===== config.mk =====
export PLATFORM = sky130hd
export DESIGN_NAME = cdb_arbiter
export DESIGN_NICKNAME = d
export VERILOG_FILES = /design/src/rtl/cdb_arbiter.sv
export SDC_FILE = /design/constraint.sdc
export NUM_CORES = 1
export LEC_CHECK = 0
export CORE_UTILIZATION = 45
export DETAILED_ROUTE_END_ITERATION = 7
export PLACE_DENSITY = 0.68
export REMOVE_ABC_BUFFERS = 1
export SYNTH_ARGS = -nofsm -noshare
export SYNTH_HDL_FRONTEND = slang
export SYNTH_SLANG_ARGS = --single-unit

===== constraint.sdc =====
create_clock -name clock -period 2.7 [get_ports clock]
set_input_delay 0.54 -clock clock [delete_from_list [all_inputs] [get_ports clock]]
set_output_delay 0.54 -clock clock [all_outputs]
set_load 0.005 [all_outputs]

===== src/rtl/cdb_arbiter.sv =====
// CDB arbiter: per-producer result FIFOs feeding a round-robin picker that
// issues one registered broadcast per cycle to the reservation stations and register file.
module cdb_arbiter #(
  parameter int NUM_REQ = 2,
  parameter int DEPTH   = 2,
  parameter int WIDTH   = 23
) (
  input  logic                     clock,
  input  logic                     reset_n,
  input  logic [NUM_REQ-1:0]       req_valid,
  input  logic [NUM_REQ*WIDTH-1:0] req_data,
  output logic [NUM_REQ-1:0]       req_ready,
  input  logic                     cdb_hold,
  output logic                     cdb_valid,
  output logic [WIDTH-1:0]         cdb_data,
  output logic [1:0]               grant_id,
  output logic                     rf_we,
  output logic [3:0]               rf_addr,
  output logic [15:0]              rf_data,
  output logic                     busy
);

  localparam int PW = $clog2(DEPTH);
  localparam int CW = $clog2(DEPTH + 1);

  logic [WIDTH-1:0]   mem_r    [NUM_REQ][DEPTH];
  logic [PW-1:0]      wr_ptr_r [NUM_REQ];
  logic [PW-1:0]      rd_ptr_r [NUM_REQ];
  logic [CW-1:0]      count_r  [NUM_REQ];
  logic [1:0]         rr_ptr_r;

  logic [NUM_REQ-1:0] eligible_s;
  logic [NUM_REQ-1:0] push_s;
  logic [NUM_REQ-1:0] pop_s;
  logic               found_s;
  logic               grant_s;
  logic [1:0]         win_idx_s;
  logic [1:0]         rr_next_s;
  logic [WIDTH-1:0]   head_s;

  // Per-FIFO status and handshake decode
  always_comb begin
    eligible_s = '0;
    req_ready  = '0;
    push_s     = '0;
    pop_s      = '0;
    for (int i = 0; i < NUM_REQ; i++) begin
      eligible_s[i] = (count_r[i] != CW'(0));
      req_ready[i]  = reset_n && (count_r[i] < CW'(DEPTH));
      push_s[i]     = req_valid[i] && req_ready[i];
      pop_s[i]      = grant_s && (win_idx_s == 2'(i));
    end
  end

  // Round-robin pick: scan from rr_ptr upward first, then wrap to the low indices
  always_comb begin
    found_s   = 1'b0;
    win_idx_s = 2'd0;
    head_s    = '0;
    for (int i = 0; i < NUM_REQ; i++) begin
      if (!found_s && eligible_s[i] && (2'(i) >= rr_ptr_r)) begin
        found_s   = 1'b1;
        win_idx_s = 2'(i);
        head_s    = mem_r[i][rd_ptr_r[i]];
      end else begin
        found_s = found_s;
      end
    end
    for (int i = 0; i < NUM_REQ; i++) begin
      if (!found_s && eligible_s[i]) begin
        found_s   = 1'b1;
        win_idx_s = 2'(i);
        head_s    = mem_r[i][rd_ptr_r[i]];
      end else begin
        found_s = found_s;
      end
    end
    grant_s = found_s && !cdb_hold;
    if (win_idx_s == 2'(NUM_REQ - 1)) begin
      rr_next_s = 2'd0;
    end else begin
      rr_next_s = win_idx_s + 2'd1;
    end
  end

  // FIFO storage; contents need no reset because counts gate visibility
  always_ff @(posedge clock) begin
    for (int i = 0; i < NUM_REQ; i++) begin
      if (push_s[i]) begin
        mem_r[i][wr_ptr_r[i]] <= req_data[i*WIDTH +: WIDTH];
      end
    end
  end

  // FIFO pointers and occupancy
  always_ff @(posedge clock) begin
    if (!reset_n) begin
      for (int i = 0; i < NUM_REQ; i++) begin
        wr_ptr_r[i] <= '0;
        rd_ptr_r[i] <= '0;
        count_r[i]  <= '0;
      end
    end else begin
      for (int i = 0; i < NUM_REQ; i++) begin
        if (push_s[i]) wr_ptr_r[i] <= wr_ptr_r[i] + PW'(1);
        if (pop_s[i])  rd_ptr_r[i] <= rd_ptr_r[i] + PW'(1);
        case ({push_s[i], pop_s[i]})
          2'b10:   count_r[i] <= count_r[i] + CW'(1);
          2'b01:   count_r[i] <= count_r[i] - CW'(1);
          default: count_r[i] <= count_r[i];
        endcase
      end
    end
  end

  // Registered broadcast; payload fields hold their last value between strobes
  always_ff @(posedge clock) begin
    if (!reset_n) begin
      rr_ptr_r  <= 2'd0;
      cdb_valid <= 1'b0;
      cdb_data  <= '0;
      grant_id  <= 2'd0;
      rf_we     <= 1'b0;
      rf_addr   <= 4'd0;
      rf_data   <= 16'd0;
    end else if (grant_s) begin
      rr_ptr_r  <= rr_next_s;
      cdb_valid <= 1'b1;
      cdb_data  <= head_s;
      grant_id  <= win_idx_s;
      rf_we     <= 1'b1;
      rf_addr   <= head_s[22:19];
      rf_data   <= head_s[15:0];
    end else begin
      cdb_valid <= 1'b0;
      rf_we     <= 1'b0;
    end
  end

  assign busy = (|eligible_s) || cdb_valid;

endmodule


==> results of run 1 <==
[registers in the layout, indices dropped and copies added (netlist names)]
name	count
cdb_data	23
rd_ptr_r	2
rr_ptr_r	1
count_r	4
grant_id	1
wr_ptr_r	2
rf_we	1
mem_r	92
[worst max-delay path by stage]
| stage | startpoint | endpoint | slack (ns) | cells after the start |
|---|---|---|---|---|
| global placement | cdb_hold | count_r[1][1] | 0.11 | 6 |
| finish | count_r[1][0] | count_r[1][1] | 0.27 | 8 |
| floorplan | count_r[1][0] | count_r[1][1] | -0.42 | 7 |
| global route | count_r[1][0] | busy | 0.12 | 5 |
| detailed placement | cdb_hold | count_r[1][1] | -0.04 | 6 |
| CTS | count_r[1][1] | busy | 0.26 | 5 |
[placed cells by master, fill, tap and decap left out]
cell type and n:
o21ai_0 3, o41ai_1 1, a21oi_1 1, inv_1 6, or3_1 2, nand2b_1 1
nor3b_1 2, nor2_1 9, clkinv_4 2, nor2b_1 2, bufinv_16 4, o211a_1 2
edfxtp_1 100, nor2_2 3, clkbuf_1 4, clkinv_2 2, clkdlybuf4s50_1 99, o21ba_2 1
dfxtp_1 26, o21bai_1 23, o22ai_1 1, o311a_1 23, ha_1 5, buf_4 18
and2_1 4, nor2b_2 1, mux2i_1 46, and3b_1 1, clkinv_1 1, clkinvlp_4 2
or2_1 1, nand2_1 6, xor2_1 1, nor3_1 47, conb_1 1, nor3b_4 1
clkbuf_16 17
[area by class of cell]
type | instances | area, µm²
clock buffer | 21 | 440
multi-input combinational | 188 | 1430
fill | 898 | 4530
sequential | 126 | 3520
inverter | 6 | 22.5
timing repair buffer | 117 | 1130
clock inverter | 11 | 166
tap | 143 | 179
[power by group]
part / leakage (nW) / switching [W] / total (W) / internal, W
sequential: 1.14 / 0.0000931 / 0.00235 / 0.00226
clock: 0.289 / 0.000775 / 0.00231 / 0.00154
combinational: 1.10 / 0.000497 / 0.00102 / 0.000520
total: 2.52 / 0.00136 / 0.00568 / 0.00432
[cells in the mapped netlist]
cell / count / share of area
o22ai_1: 1 / 0.0012
o311a_1: 23 / 0.044
or3_1: 2 / 0.0024
nand2b_1: 1 / 0.0012
ha_1: 5 / 0.012
buf_2: 8 / 0.0076
nor3_1: 47 / 0.045
o21ai_0: 3 / 0.0028
buf_6: 4 / 0.0085
o211a_1: 2 / 0.0038
nand2_1: 6 / 0.0043
mux2i_1: 46 / 0.087
a21oi_1: 1 / 0.00095
o21ba_2: 1 / 0.0019
and2_1: 4 / 0.0047
nor3b_4: 1 / 0.0036
nor2b_1: 3 / 0.0036
o21bai_1: 23 / 0.033
o41ai_1: 1 / 0.0017
edfxtp_1: 100 / 0.57
nor3b_1: 2 / 0.0028
buf_4: 22 / 0.031
or2_1: 1 / 0.0012
clkbuf_1: 15 / 0.011
conb_1: 1 / 0.00071
inv_1: 6 / 0.0043
xor2_1: 1 / 0.0017
dfxtp_1: 26 / 0.099
and3b_1: 1 / 0.0017
nor2_1: 12 / 0.0085
[stage by stage]
stage                     setup TNS [ns]  cell area (µm²)  hold WS (ns)  total power (W)  cells
after global placement                 0             6280         0.499          0.00338    580
after detailed placement         -0.0755             6280         0.502          0.00341    580
after global routing                   0             6890         0.531          0.00592    612
final                                  0             6890         0.513          0.00568    612
after floorplan                    -1.72             4960         0.477          0.00287    320
after CTS                              0             6890         0.515          0.00573    612
[kinds of logic after synthesis]
kind of cell,after synthesis,share of synthesized area
buffers and inverters,55,0.0624
AND/OR/NAND/NOR,80,0.0786
XOR/XNOR,1,0.00166
other,1,0.000712
flip-flops,126,0.669
AO/OA/AOI/OAI,55,0.0888
adder cells (fa/ha/maj),5,0.0119
multiplexers,46,0.0874
[routing by layer]
| metal | part of all wire | global-route usage |
|---|---|---|
| met1 | 0.42 | 0.241 |
| met2 | 0.52 | 0.355 |
| met3 | 0.041 | 0.0476 |
| met4 | 0.022 | 0.0818 |
| met5 | 0 | 0 |
[critical path, stage by stage, from the launching register on]
cell      delay [ns]
edfxtp_1        0.39
inv_1           0.07
ha_1            0.25
nor2b_2         0.07
or3_1           0.39
ha_1            0.33
o41ai_1         0.42
buf_4           0.20
o22ai_1         0.06
==> results.ini, run 1 <==
[global_routing]
grt_pass1_wl_um = 17600
grt_use_total = 0.203
grt_antenna_before_repair = 0
grt.overflow.total = 0
grt_start_max_net_pins = 28
grt_pass1_vias = 3401

[drt]
routed_wl_um = 11200
vias = 3347
postRouteAntennaNets = 0
viasPerCell = 5.47
detail_route.wl_per_cell_um = 18.2
dr.pass1.iters = 5
drc_errors = 0
dr.first_iter.drc_count = 177

[place]
dp_slack_ns = -0.0356
hpwl_um = 7440
portBuffers = 99
gp_congestion = 0.779

[clock_network]
path_clk_slew_ns = 0.06
clockBufferDepth = 2
htree_levels = 4
holdBufCountCts = 0
postCtsSetupBuffers = 0
cts_tree = yes
insertion_delay_ns = 0.40
cts_sinks = 126
root_buffer = clkbuf_16
cts-resized-gates = 0
cts_inserted_buffers = 17

[finish]
drive_gt1_frac = 0.109
diodes = 0
final_core_util = 0.603
syn_to_final_growth_pct = 30.7
nNetsFinal = 512

[critical_path]
rrSetupSlack_ns = 0.27
cp.required_ns = 2.85
crit_path_start_kind = flip-flop
timing.rr.end = count_r[1][1]
end_kind = flip-flop
rr_startpoint = count_r[1][0]
cp_max_fo = 4
cp_data_arrival_time_ns = 2.58
criticalPathCategory = reg2reg
worstRegToRegCells = 8

[floorplanning]
rows = 39
dieArea_um2 = 12100
io_pins = 101
start_util = 0.462
core_area_um2 = 11400
die_y_um = 110
die_w_um = 110

[synth]
yosys_warnings = 0
synth_area_um2 = 5270
synth_seq_area_share = 0.669
syn_inst = 369
yosys_register_bits = 126
syn_avg_cell_area_um2 = 14.3
synth_cell_types = 30

[timing]
finalHoldViolCount = 0
setup-violations-final = 0
setup_slack_ns = 0.267
rsz0062_at_grt = no
fmax_ghz = 0.411
period_needed_ns = 2.43
worst_pin_slew_ns = 0.490
worst_clock_skew_ns = 0.0117
slew_viol_final = 0
period_share = 0.901
relSlewSlack = 0.671

[job]
maxCapViolCount = 0

[min_path]
hold_path_depth = 1
min_from = grant_id[0]
hp-class = reg2reg
holdPathEnd = grant_id[0]

[power_and_ir_drop]
p_leak_nw = 2.52
peakVddDrop_v = 0.000461
power_density_nw_per_um2 = 826

[run_status]
status = completed

(Power assumes the default switching activity.)
==> run 2, diff against run 1 <==
Settings changed: ABC_AREA from default to 1, PLACE_DENSITY 0.68 to 0.67.
==> results.ini, run 2 <==
[timing]
whs_ns = 0.464  ; -0.0491 ns
tns_ns = 0  ; unchanged
worst_pin_slew_ns = 0.711  ; +0.220 ns
period_share = 0.937  ; +0.0354
period_needed_ns = 2.53  ; +0.0955 ns
slew_viol_final = 0  ; unchanged
fmax_ghz = 0.395  ; -3.8%
worst_clock_skew_ns = 0.00972  ; -0.00194 ns
relSlewSlack = 0.526  ; -0.144
setup-violations-final = 0  ; unchanged
finalHoldViolCount = 0  ; unchanged
rsz0062_at_grt = no

[global_routing]
grt_pass1_wl_um = 18400  ; +4.1%
grt-busiest-layer = met2
met2_usage = 0.320  ; -0.0354
met1_usage = 0.229  ; -0.0115
grt_start_max_net_pins = 48  ; +71%
grt_antenna_before_repair = 0  ; unchanged
grt_use_total = 0.189  ; -0.0141
grt_pass1_vias = 3943  ; +16%
use_met3 = 0.0478  ; +0.000202
grt.overflow.total = 0  ; unchanged

[synth]
synth-simple-area-share = 0.201  ; +0.122
synth_flop_cell = edfxtp_1
synth_xor_area_frac = 0.00156  ; -0.0000994
yosysMostFrequentCell = nand2_1
synth_edf_count = 100  ; unchanged
synthTopCellsByArea = edfxtp_1, nand2_1, dfxtp_1
synth_seq_area_share = 0.629  ; -0.0400
synth_cell_types = 27  ; -10%
synth-compound-area-share = 0.0324  ; -0.0564
synthAdderAreaFrac = 0.0112  ; -0.000710
synth_area_um2 = 5610  ; +6.4%
syn_avg_cell_area_um2 = 9.28  ; -35%
synth_top_family_by_area = simple AND/OR/NAND/NOR gates
yosys_warnings = 0  ; unchanged
synth_common_cells = nand2_1, nor2_1, edfxtp_1
synth_top_area_frac = 0.536  ; -0.0341
yosys_register_bits = 126  ; unchanged
synth_top_area_cell = edfxtp_1
syn_inst = 604  ; +64%
synthMuxAreaShare = 0  ; -0.0874
async_reset_ff_frac = 0  ; unchanged

[power_and_ir_drop]
power_density_nw_per_um2 = 767  ; -7.1%
peakVddDrop_v = 0.000450  ; -2.4%
p_leak_nw = 3.08  ; +22%

[drt]
detail_route.wl_per_cell_um = 12.8  ; -30%
viasPerCell = 4.55  ; -17%
vias = 3973  ; +19%
routed_wl_um = 11200  ; +0.49%
dr.first_iter.drc_count = 221  ; +25%
postRouteAntennaNets = 0  ; unchanged
drc_errors = 0  ; unchanged
dr.pass1.iters = 4  ; -1

[finish]
final_cell_area_um2 = 7170  ; +4.1%
final_cell_mix = nand2_1, nor2_1, edfxtp_1
largest_reg_flops = 92  ; unchanged
syn_to_final_growth_pct = 27.9
n_fill_cell = 1018  ; +13%
diodes = 0  ; unchanged
layout.cells.most_common = nand2_1
ff_latch_area_um2 = 3520  ; unchanged
nNetsFinal = 748  ; +46%
drive_gt1_frac = 0.0865  ; -0.0222
multi_input_area_um2 = 1390  ; -2.5%

[clock_network]
postCtsSetupBuffers = 0  ; unchanged
cts_tree = yes
cts_sinks = 126  ; unchanged
cts-resized-gates = 0  ; unchanged
cts_inserted_buffers = 17  ; unchanged
insertion_delay_ns = 0.41  ; about the same
htree_levels = 4  ; unchanged
root_buffer = clkbuf_16
path_clk_slew_ns = 0.06  ; about the same
clockBufferDepth = 2  ; unchanged
holdBufCountCts = 0  ; unchanged

[floorplanning]
die_w_um = 114  ; +3.1%
dieArea_um2 = 12900  ; +6.2%
die_y_um = 114  ; +3.1%
io_pins = 101  ; unchanged
start_util = 0.465  ; +0.00319
rows = 40  ; +2.6%
core_area_um2 = 12100  ; +5.6%

[critical_path]
cp.required_ns = 2.16  ; -0.69 ns
cp_max_fo = 4  ; unchanged
cp_data_arrival_time_ns = 1.99  ; -0.59 ns
criticalPathCategory = reg2out
crit_path_start_kind = flip-flop
end_kind = output port

[place]
hpwl_um = 7610  ; +2.2%
gp_congestion = 0.773  ; -0.71%
placed_cell_area_um2 = 6620  ; +5.4%
portBuffers = 99  ; unchanged

[min_path]
hp-class = reg2reg

[job]
maxCapViolCount = 0  ; unchanged

[run_status]
status = completed

## run 2: changes by cell type after synthesis, sizes merged, moves of 25 or more
cell,previous run,this run
nand2,6,151
nor2,12,131
inv,6,95
mux2i,46,0
nor3,47,2
o21ai,3,28
## run 2: stage by stage
step           utilization  power, W  cells  setup WS, ns
2_1_floorplan            -   0.00293    560         0.409
3_3_place_gp         0.549   0.00343    841         0.365
3_5_place_dp         0.549   0.00346    841         0.328
4_1_cts              0.594   0.00555    873         0.152
5_1_grt              0.594   0.00579    873        0.0928
6_report             0.594   0.00550    873         0.171
## run 2: worst paths after layout
check	startpoint	endpoint	slack [ns]	cells past startpoint
min	grant_id[0]	grant_id[0]	0.46	2
max	count_r[1][0]	busy	0.17	5
min reg2reg	grant_id[0]	grant_id[0]	0.46	2
max reg2reg	count_r[1][0]	count_r[1][0]	0.62	12
## run 2: power by group
group / internal, W / switching, W
sequential: 0.00227 / 0.0000901
combinational: 0.000478 / 0.000574
clock: 0.00126 / 0.000830
## run 2: logic make-up after synthesis
family          count (synthesis)
buf+inv                       149
fa+ha+maj                       5
simple gates                  288
other cells                     1
flops                         126
compound gates                 34
xor+xnor                        1
## run 2: routing by layer
metal  vias up  part of all wire
met2       112              0.49
met5         -                 0
met3        20             0.050
met1      1842              0.44
li1       1999                 -
met4         0             0.020
## run 2: area by class of cell
type                            count  share of cell area
Sequential cell                   126               0.492
Clock inverter                     14              0.0171
Timing Repair Buffer              113               0.153
Multi-Input combinational cell    329               0.194
Inverter                          105              0.0550
Clock buffer                       18              0.0599
Tap cell                          168              0.0293
## run 2: worst max-delay path, stage by stage (launching register included)
cell	delay (ns)
edfxtp_1	0.39
inv_1	0.08
ha_1	0.28
nand2_2	0.11
or2_2	0.28
clkdlybuf4s50_1	0.44
